===== config.mk =====
export PLATFORM = sky130hd
export DESIGN_NAME = fetch_queue
export DESIGN_NICKNAME = d
export VERILOG_FILES = /design/src/rtl/fetch_queue.sv
export SDC_FILE = /design/constraint.sdc
export NUM_CORES = 1
export LEC_CHECK = 0
export ABC_AREA = 1
export CORE_MARGIN = 8
export CORE_UTILIZATION = 49
export CTS_BUF_LIST = sky130_fd_sc_hd__clkbuf_8
export DETAILED_ROUTE_END_ITERATION = 7
export GPL_TIMING_DRIVEN = 1
export PLACE_DENSITY = 0.91
export SYNTH_ARGS = -nofsm -noshare
export SYNTH_HDL_FRONTEND = slang
export SYNTH_SLANG_ARGS = --single-unit

===== constraint.sdc =====
create_clock -name clk -period 2 [get_ports clk]
set_input_delay 0.2 -clock clk [delete_from_list [all_inputs] [get_ports clk]]
set_output_delay 0.2 -clock clk [all_outputs]
set_load 0.05 [all_outputs]

===== src/rtl/fetch_queue.sv =====
// Instruction fetch: PC generation, one-cycle imem reads and a small decode-facing FIFO.
// Define FETCH_JAL_PRED_EN to predecode JAL responses and redirect fetch early.
module fetch_queue #(
    parameter logic [31:0] RESET_PC = 32'h0000_0000,
    parameter int unsigned DEPTH    = 2
) (
    input  logic        clk,
    input  logic        rstn,
    output logic        imem_en,
    output logic [31:0] imem_addr,
    input  logic [31:0] imem_rdata,
    input  logic        redirect_valid,
    input  logic [31:0] redirect_pc,
    output logic        out_valid,
    input  logic        out_ready,
    output logic [31:0] out_instr,
    output logic [31:0] out_pc,
    output logic        out_pred
);

    localparam int unsigned AW = $clog2(DEPTH);
    localparam int unsigned CW = AW + 1;
    localparam int unsigned OW = CW + 1;

    logic [31:0]   r_pc;
    logic [31:0]   r_inflight_pc;
    logic          r_inflight;
    logic          r_discard;
    logic [CW-1:0] r_count;
    logic [AW-1:0] r_rd_ptr;
    logic [AW-1:0] r_wr_ptr;
    logic [31:0]   r_buf_instr [DEPTH];
    logic [31:0]   r_buf_pc    [DEPTH];

    logic          w_deq;
    logic          w_enq;
    logic          w_pred;
    logic          w_issue;
    logic [OW-1:0] w_occ;
    logic [31:0]   w_target;

    assign out_valid = (r_count != '0);
    assign out_instr = r_buf_instr[r_rd_ptr];
    assign out_pc    = r_buf_pc[r_rd_ptr];

    assign w_deq = out_valid & out_ready;
    assign w_enq = r_inflight & ~r_discard & ~redirect_valid;

`ifdef FETCH_JAL_PRED_EN
    logic [31:0] w_imm;
    logic        r_buf_pred [DEPTH];

    // J-type immediate, sign-extended; target arithmetic wraps at 32 bits
    assign w_imm    = {{11{imem_rdata[31]}}, imem_rdata[31], imem_rdata[19:12],
                       imem_rdata[20], imem_rdata[30:21], 1'b0};
    assign w_target = r_inflight_pc + w_imm;
    assign w_pred   = w_enq & (imem_rdata[6:0] == 7'b1101111);
    assign out_pred = r_buf_pred[r_rd_ptr];

    always_ff @(posedge clk or negedge rstn) begin
        if (!rstn) begin
            for (int unsigned i = 0; i < DEPTH; i++) begin
                r_buf_pred[i] <= 1'b0;
            end
        end else if (w_enq) begin
            r_buf_pred[r_wr_ptr] <= w_pred;
        end
    end
`else
    assign w_target = 32'h0000_0000;
    assign w_pred   = 1'b0;
    assign out_pred = 1'b0;
`endif

    // Every in-flight read holds a reserved FIFO slot, so enqueue can never overflow
    assign w_occ   = OW'(r_count) + OW'(r_inflight) - OW'(w_deq);
    assign w_issue = (w_occ < OW'(DEPTH)) & ~redirect_valid & ~w_pred;

    assign imem_en   = w_issue & rstn;
    assign imem_addr = r_pc;

    always_ff @(posedge clk or negedge rstn) begin
        if (!rstn) begin
            r_pc          <= RESET_PC;
            r_inflight    <= 1'b0;
            r_inflight_pc <= 32'h0000_0000;
            r_discard     <= 1'b0;
            r_count       <= '0;
            r_rd_ptr      <= '0;
            r_wr_ptr      <= '0;
            for (int unsigned i = 0; i < DEPTH; i++) begin
                r_buf_instr[i] <= 32'h0000_0000;
                r_buf_pc[i]    <= 32'h0000_0000;
            end
        end else begin
            r_inflight <= w_issue;
            // Marks a response still owed after a flush; it lives for one response slot only
            r_discard  <= redirect_valid & r_inflight;
            if (w_issue) begin
                r_inflight_pc <= r_pc;
            end
            if (redirect_valid) begin
                r_pc     <= {redirect_pc[31:2], 2'b00};
                r_count  <= '0;
                r_rd_ptr <= '0;
                r_wr_ptr <= '0;
            end else begin
                if (w_pred) begin
                    r_pc <= {w_target[31:2], 2'b00};
                end else if (w_issue) begin
                    r_pc <= r_pc + 32'd4;
                end
                if (w_enq) begin
                    r_buf_instr[r_wr_ptr] <= imem_rdata;
                    r_buf_pc[r_wr_ptr]    <= r_inflight_pc;
                    r_wr_ptr              <= r_wr_ptr + AW'(1);
                end
                if (w_deq) begin
                    r_rd_ptr <= r_rd_ptr + AW'(1);
                end
                r_count <= r_count + CW'(w_enq) - CW'(w_deq);
            end
        end
    end

endmodule

== Word level (Yosys, flattened, before mapping) ==
Index checks and enable logic that the tools add are counted.

* Reduce and logical (&&, ||, !) cells: 6
* Bitwise logic cells: 10
* $add $sub $neg: 7
* Multiplexer cells: 17
* Magnitude comparators: 4

{| class="wikitable"
|+ Operators with widths
! kind !! number
|-
| 32-bit 2-to-1 mux || 9
|-
| 64-bit bitwise mux || 2
|-
| 32-bit by 3-bit adder with 32-bit output (second input constant) || 1
|-
| 32-bit demux with 1-bit select || 1
|-
| 2-bit nonzero test || 4
|-
| 1-bit bitwise AND || 6
|-
| 2-bit >= comparator (second input constant) || 2
|-
| 1-bit 2-to-1 mux || 4
|-
| 1-bit inverter with 2-bit output || 2
|-
| 2-bit by 1-bit adder with 3-bit output || 1
|-
| 3-bit by 2-bit < comparator with 1-bit output (second input constant) || 1
|-
| 3-bit by 1-bit subtractor with 3-bit output || 1
|-
| 1-bit adder (second input constant) || 2
|-
| 2-bit by 1-bit adder with 2-bit output || 1
|-
| 2-bit by 1-bit < comparator with 1-bit output (second input constant) || 1
|-
| 2-bit 2-to-1 mux || 1
|-
| 1-bit inverter || 2
|-
| 2-bit AND reduction || 1
|-
| 2-bit by 1-bit subtractor with 2-bit output || 1
|-
| 1-bit logical AND || 1
|}

* Register bits: 198
* Output and inout bits: 99
* Bits of input ports: 68
* Logic and storage cells: 55

== Logic depth before layout (Yosys ltp) ==
* Word-level depth: 7
* Depth in mapped cells: 13
* Depth with buffers taken out: 13

== Worst setup path after synthesis ==
No wires, ideal clock.

* Path kind: flip-flop to output port
* From: register r_count[1]
* To: output port imem_en
* Data required time: 1.800 ns
* Arrival: 2.534 ns
* Cell stages (with the launch flop): 10
* Slack: -0.734 ns
* Path buffers: 1
* Cells stage by stage: dfrtp_1 -> o21a_1 -> nand2_1 -> o21ai_0 -> nand2_1 -> fa_1 -> xnor2_1 -> nand3_1 -> clkbuf_1 -> nor2_1

* Longest elaborated chain between the ends: 6
* Elaborated cells between the ends (all ways): 7
* Those cells by class: add/sub (2); order compare (1); bitwise (3); reduce/logical (1)

{| class="wikitable"
|+ RTL lines
! what !! line !! RTL
|-
| from (decl) || 29 || <nowiki>logic [CW-1:0] r_count;</nowiki>
|-
| from (signal assigned) || 121 || <nowiki>r_count <= r_count + CW'(w_enq) - CW'(w_deq);</nowiki>
|-
| branches (longest 2 deep; another with 2-bit by 1-bit adder with 3-bit output) || -- ||
|-
| 3-bit by 1-bit subtractor with 3-bit output (*) || 76 || <nowiki>assign w_occ = OW'(r_count) + OW'(r_inflight) - OW'(w_deq);</nowiki>
|-
| 3-bit by 2-bit < comparator with 1-bit output (*) || 77 || <nowiki>assign w_issue = (w_occ < OW'(DEPTH)) & ~redirect_valid & ~w_pred;</nowiki>
|-
| 1-bit bitwise AND (*) || 77 ||
|-
| 1-bit bitwise AND (*) || 79 || <nowiki>assign imem_en = w_issue & rstn;</nowiki>
|-
| to (decl) || 9 || <nowiki>output logic imem_en,</nowiki>
|}

Mark *: on every way between the ends.

== Worst setup path in the final report ==
* From: register r_count[0]
* To: register r_pc[23], in the netlist imem_addr[23]

* Longest elaborated chain between the ends: 6
* Elaborated cells between the ends (all ways): 7
* Those cells by class: add/sub (2); order compare (1); bitwise (2); reduce/logical (2)

{| class="wikitable"
|+ RTL lines
! what !! line !! RTL
|-
| branches (longest 2 deep; another with 2-bit by 1-bit adder with 3-bit output) || -- ||
|-
| 3-bit by 1-bit subtractor with 3-bit output (*) || 76 ||
|-
| 3-bit by 2-bit < comparator with 1-bit output (*) || 77 ||
|-
| 1-bit bitwise AND (*) || 77 ||
|-
| 2-bit nonzero test (no source line) (*) || -- ||
|-
| to (signal assigned) || 103 || <nowiki>r_pc <= {redirect_pc[31:2], 2'b00};</nowiki>
|-
| to (signal assigned) || 109 || <nowiki>r_pc <= {w_target[31:2], 2'b00};</nowiki>
|-
| to (signal assigned) || 111 || <nowiki>r_pc <= r_pc + 32'd4;</nowiki>
|-
| to (decl) || 25 || <nowiki>logic [31:0] r_pc;</nowiki>
|}

Marked as above.
A chain may end at the register's enable or synchronous reset.

==> summary.txt <==
Global route
  – All-layer global routing usage: 22.7%
  – Initial antenna violation count: 0
  – Largest net degree at the start of global routing: 119
  – Vias in the first global route: 8045
  – First-pass GRT wire length: 41200 µm
  – GRT overflow: 0

Finish
  – Share of cells above drive strength 1: 18.6%
  – Fillcell total: 1186
  – NumNets Final: 1405
  – Syn-to-layout area delta: 44.2%
  – # diodes: 0

Timing
  – Minimum clock period: 2.62 ns
  – Fmax: 381 MHz
  – Pins Over Slew Limit: 0
  – Endpoints failing hold: 0
  – Worst-Margin Slew: 0.934 ns
  – Worst Skew: 0.0194 ns
  – Worst setup margin: -0.622 ns
  – RSZ-0062 raised after global routing: yes
  – Max-slew headroom: 37.7%
  – Sum Neg Setup Slack: -26.75 ns
  – Period utilization: 131%
  – Final setup fails: 62

Critical path
  – Crit-path max FO: 6
  – Worst setup EP type: register
  – Slowest-stage cell, CP: fa_2
  – Most common cell on crit path: buf_6
  – Crit-path cells: o21a_1, nand2_1, o21ai_1, nand2_1, fa_2, xnor2_4, buf_4, buf_6, buf_6, buf_6, nand2_8, buf_6, nand3_1, nand2_1, nand3b_1
  – CP delay by family, top: simple AND/OR/NAND/NOR gates
  – Worst EP required: 2.35 ns
  – WS Path Type: register to register
  – Startpoint Class: register
  – WP buf/inv: 5
  – CP peak stage delay: 0.41 ns
  – Worst path arrival time: 2.97 ns

Die
  – Die Y: 151 µm
  – Die W: 151 µm
  – Die area: 22900 µm²
  – Row Count: 49
  – Core box area: 18000 µm²
  – Starting density of the core: 49.9%
  – IO Pins: 167

Clock network
  – CTS tree: done
  – Num CTS Buffers: 17
  – CTS Sinks: 190
  – # H-tree levels: 4
  – Root Buffer: clkbuf_8
  – Worst-path clk slew: 0.11 ns
  – CTS Buffer Depth: 2
  – Worst skew pair latency: 0.48 ns

Hold path
  – Hold Crit Class: input port to register

Logic synthesis
  – Post-synthesis mux area share: 0%
  – Largest area contributor in the netlist: dfrtp_1
  – Ranking of synthesized cells by area: dfrtp_1 53%, nand2_1 19%, o21ai_0 5.9%
  – Most frequent cells after synthesis: 445 x nand2_1, 190 x dfrtp_1, 119 x inv_1
  – Most frequent cell after synthesis: nand2_1
  – Yosys warns: 0
  – Average size of a mapped cell: 7.77 µm²
  – Cell Area, Synth: 8960 µm²
  – XOR/XNOR Fraction of Synth Area: 0.880%
  – Post-synth cell types: 32
  – Largest family of logic cells by synthesized area: simple AND/OR/NAND/NOR gates
  – Yosys top cell area share: 53.1%
  – Async S/R FF share, synth: 100%
  – Sequential share of the synthesized area: 53.1%
  – Area fraction in compound gates after synthesis: 10.9%
  – Number of synthesized flops with an enable pin: 0
  – Simple-gate portion of the synthesized area: 25.8%
  – #FFs+latches synth: 190
  – Ys flop type: dfrtp_1
  – Synthesized instance count: 1153
  – Post-synthesis adder-cell area fraction: 0.503%

Route
  – Via count: 8903
  – Iter 0 DRT Violations: 912
  – Total Wirelength: 29600 µm
  – Initial DRT Pass Iterations: 8
  – DRC: 0
  – Drt wl/cell: 18.8 µm
  – Vias per cell: 5.65
  – Post-route ant nets: 0

Placement
  – Gpl congestion: 0.978
  – PortBufs: 159
  – DPL Wire Length: 16400 µm
  – Post-Place Worst Slack: -0.537 ns

Run status
  – Outcome: finished, violations left
  – Failing checks: negative setup slack

Job
  – Max-cap check violation count: 0

Power and ir drop
  – Pwr dens: 2110 nW/µm²
  – VDD IR-drop max: 1.24 mV
  – Leak pwr: 0.00645 µW
-- cell type report --
cell class | instances | area, µm² | area share (%)
Clock inverter | 14 | 149 | 1.15
Tap cell | 229 | 287 | 2.22
Inverter | 123 | 484 | 3.75
Multi-Input combinational cell | 783 | 3870 | 30.0
Clock buffer | 18 | 248 | 1.92
Timing Repair Buffer | 219 | 3120 | 24.1
Sequential cell | 190 | 4760 | 36.8
-- routing by layer --
metal  share of wire, %  routed length [µm]  global-route usage [%]
met5                  0                   0                       0
met2                 46               13700                    36.6
met3                 10                3080                    4.96
met1                 37               11100                    29.1
met4                5.7                1670                    9.75
-- state kept, by name (all words and copies together) (netlist names) --
register,count
r_buf_pc,60
r_inflight_pc,30
imem_addr,30
r_count,2
r_discard,1
r_inflight,1
r_buf_instr,64
r_rd_ptr,1
r_wr_ptr,1
-- worst paths after layout --
check | to | slack [ns] | from | cells past startpoint
min | imem_addr[12] | 0.29 | redirect_pc[12] | 3
max in group asynchronous | r_buf_instr[56] | 0.79 | rstn | 3
min reg2reg | r_buf_pc[21] | 0.49 | r_buf_pc[21] | 2
min in group asynchronous | r_buf_pc[18] | 0.42 | rstn | 3
max reg2reg | imem_addr[23] | -0.62 | r_count[0] | 15
max | imem_addr[23] | -0.62 | r_count[0] | 15
-- cell families after synthesis --
logic type / after synthesis
AOI/OAI and AO/OA: 187
and+or+nand+nor: 579
adders and majority gates: 3
DFF: 190
xor gates and xnor gates: 9
other: 1
buffers and inverters: 184
-- worst register-to-register path, cell delays in order (launching register included) --
cell      delay (ns)
dfrtp_1         0.39
o21a_1          0.15
nand2_1         0.08
o21ai_1         0.11
nand2_1         0.11
fa_2            0.41
xnor2_4         0.24
buf_4           0.15
buf_6           0.09
buf_6           0.08
buf_6           0.10
nand2_8         0.08
buf_6           0.14
nand3_1         0.07
nand2_1         0.09
nand3b_1        0.21
-- per-stage QoR --
| stage | instance area (µm²) | total power [µW] | instances | util (%) | hold slack [ns] |
|---|---|---|---|---|---|
| after global routing | 12900 | 28300 | 1576 | 71.9 | 0.282 |
| after global placement | 11500 | 20100 | 1512 | 64.1 | 0.402 |
| after CTS | 12400 | 24900 | 1563 | 69.0 | 0.268 |
| after floorplan | 9020 | 14600 | 1157 | - | -0.0956 |
| after detailed placement | 11500 | 20500 | 1512 | 64.1 | 0.406 |
| final | 12900 | 27200 | 1576 | 71.9 | 0.286 |
-- placed cells by master, fill, tap and decap left out, types with 19 or more instances in the layout --
master,Yosys,final
nand2_1,445,431
dfrtp_1,190,188
inv_1,119,118
o21ai_0,105,83
buf_12,0,77
clkdlybuf4s50_1,0,69
o21ai_1,47,54
nand3_1,49,41
nor2_1,59,39
buf_4,7,20
nor2_4,1,19
clkbuf_8,0,19
-- power by group --
group	internal [µW]	leakage, µW	switching [µW]	total, µW
sequential	5610	0.00238	1460	7070
clock	1070	0.000191	1540	2610
combinational	7370	0.00388	10200	17500
-- repair_timing --
action,CTS,global route
hold endpoints to repair,118,0
pin swaps,7,29
setup buffers,10,11
hold buffers,1,0
gates resized for setup,80,121
setup endpoints to repair,71,75
cloned,8,5
(Power assumes the default switching activity.)
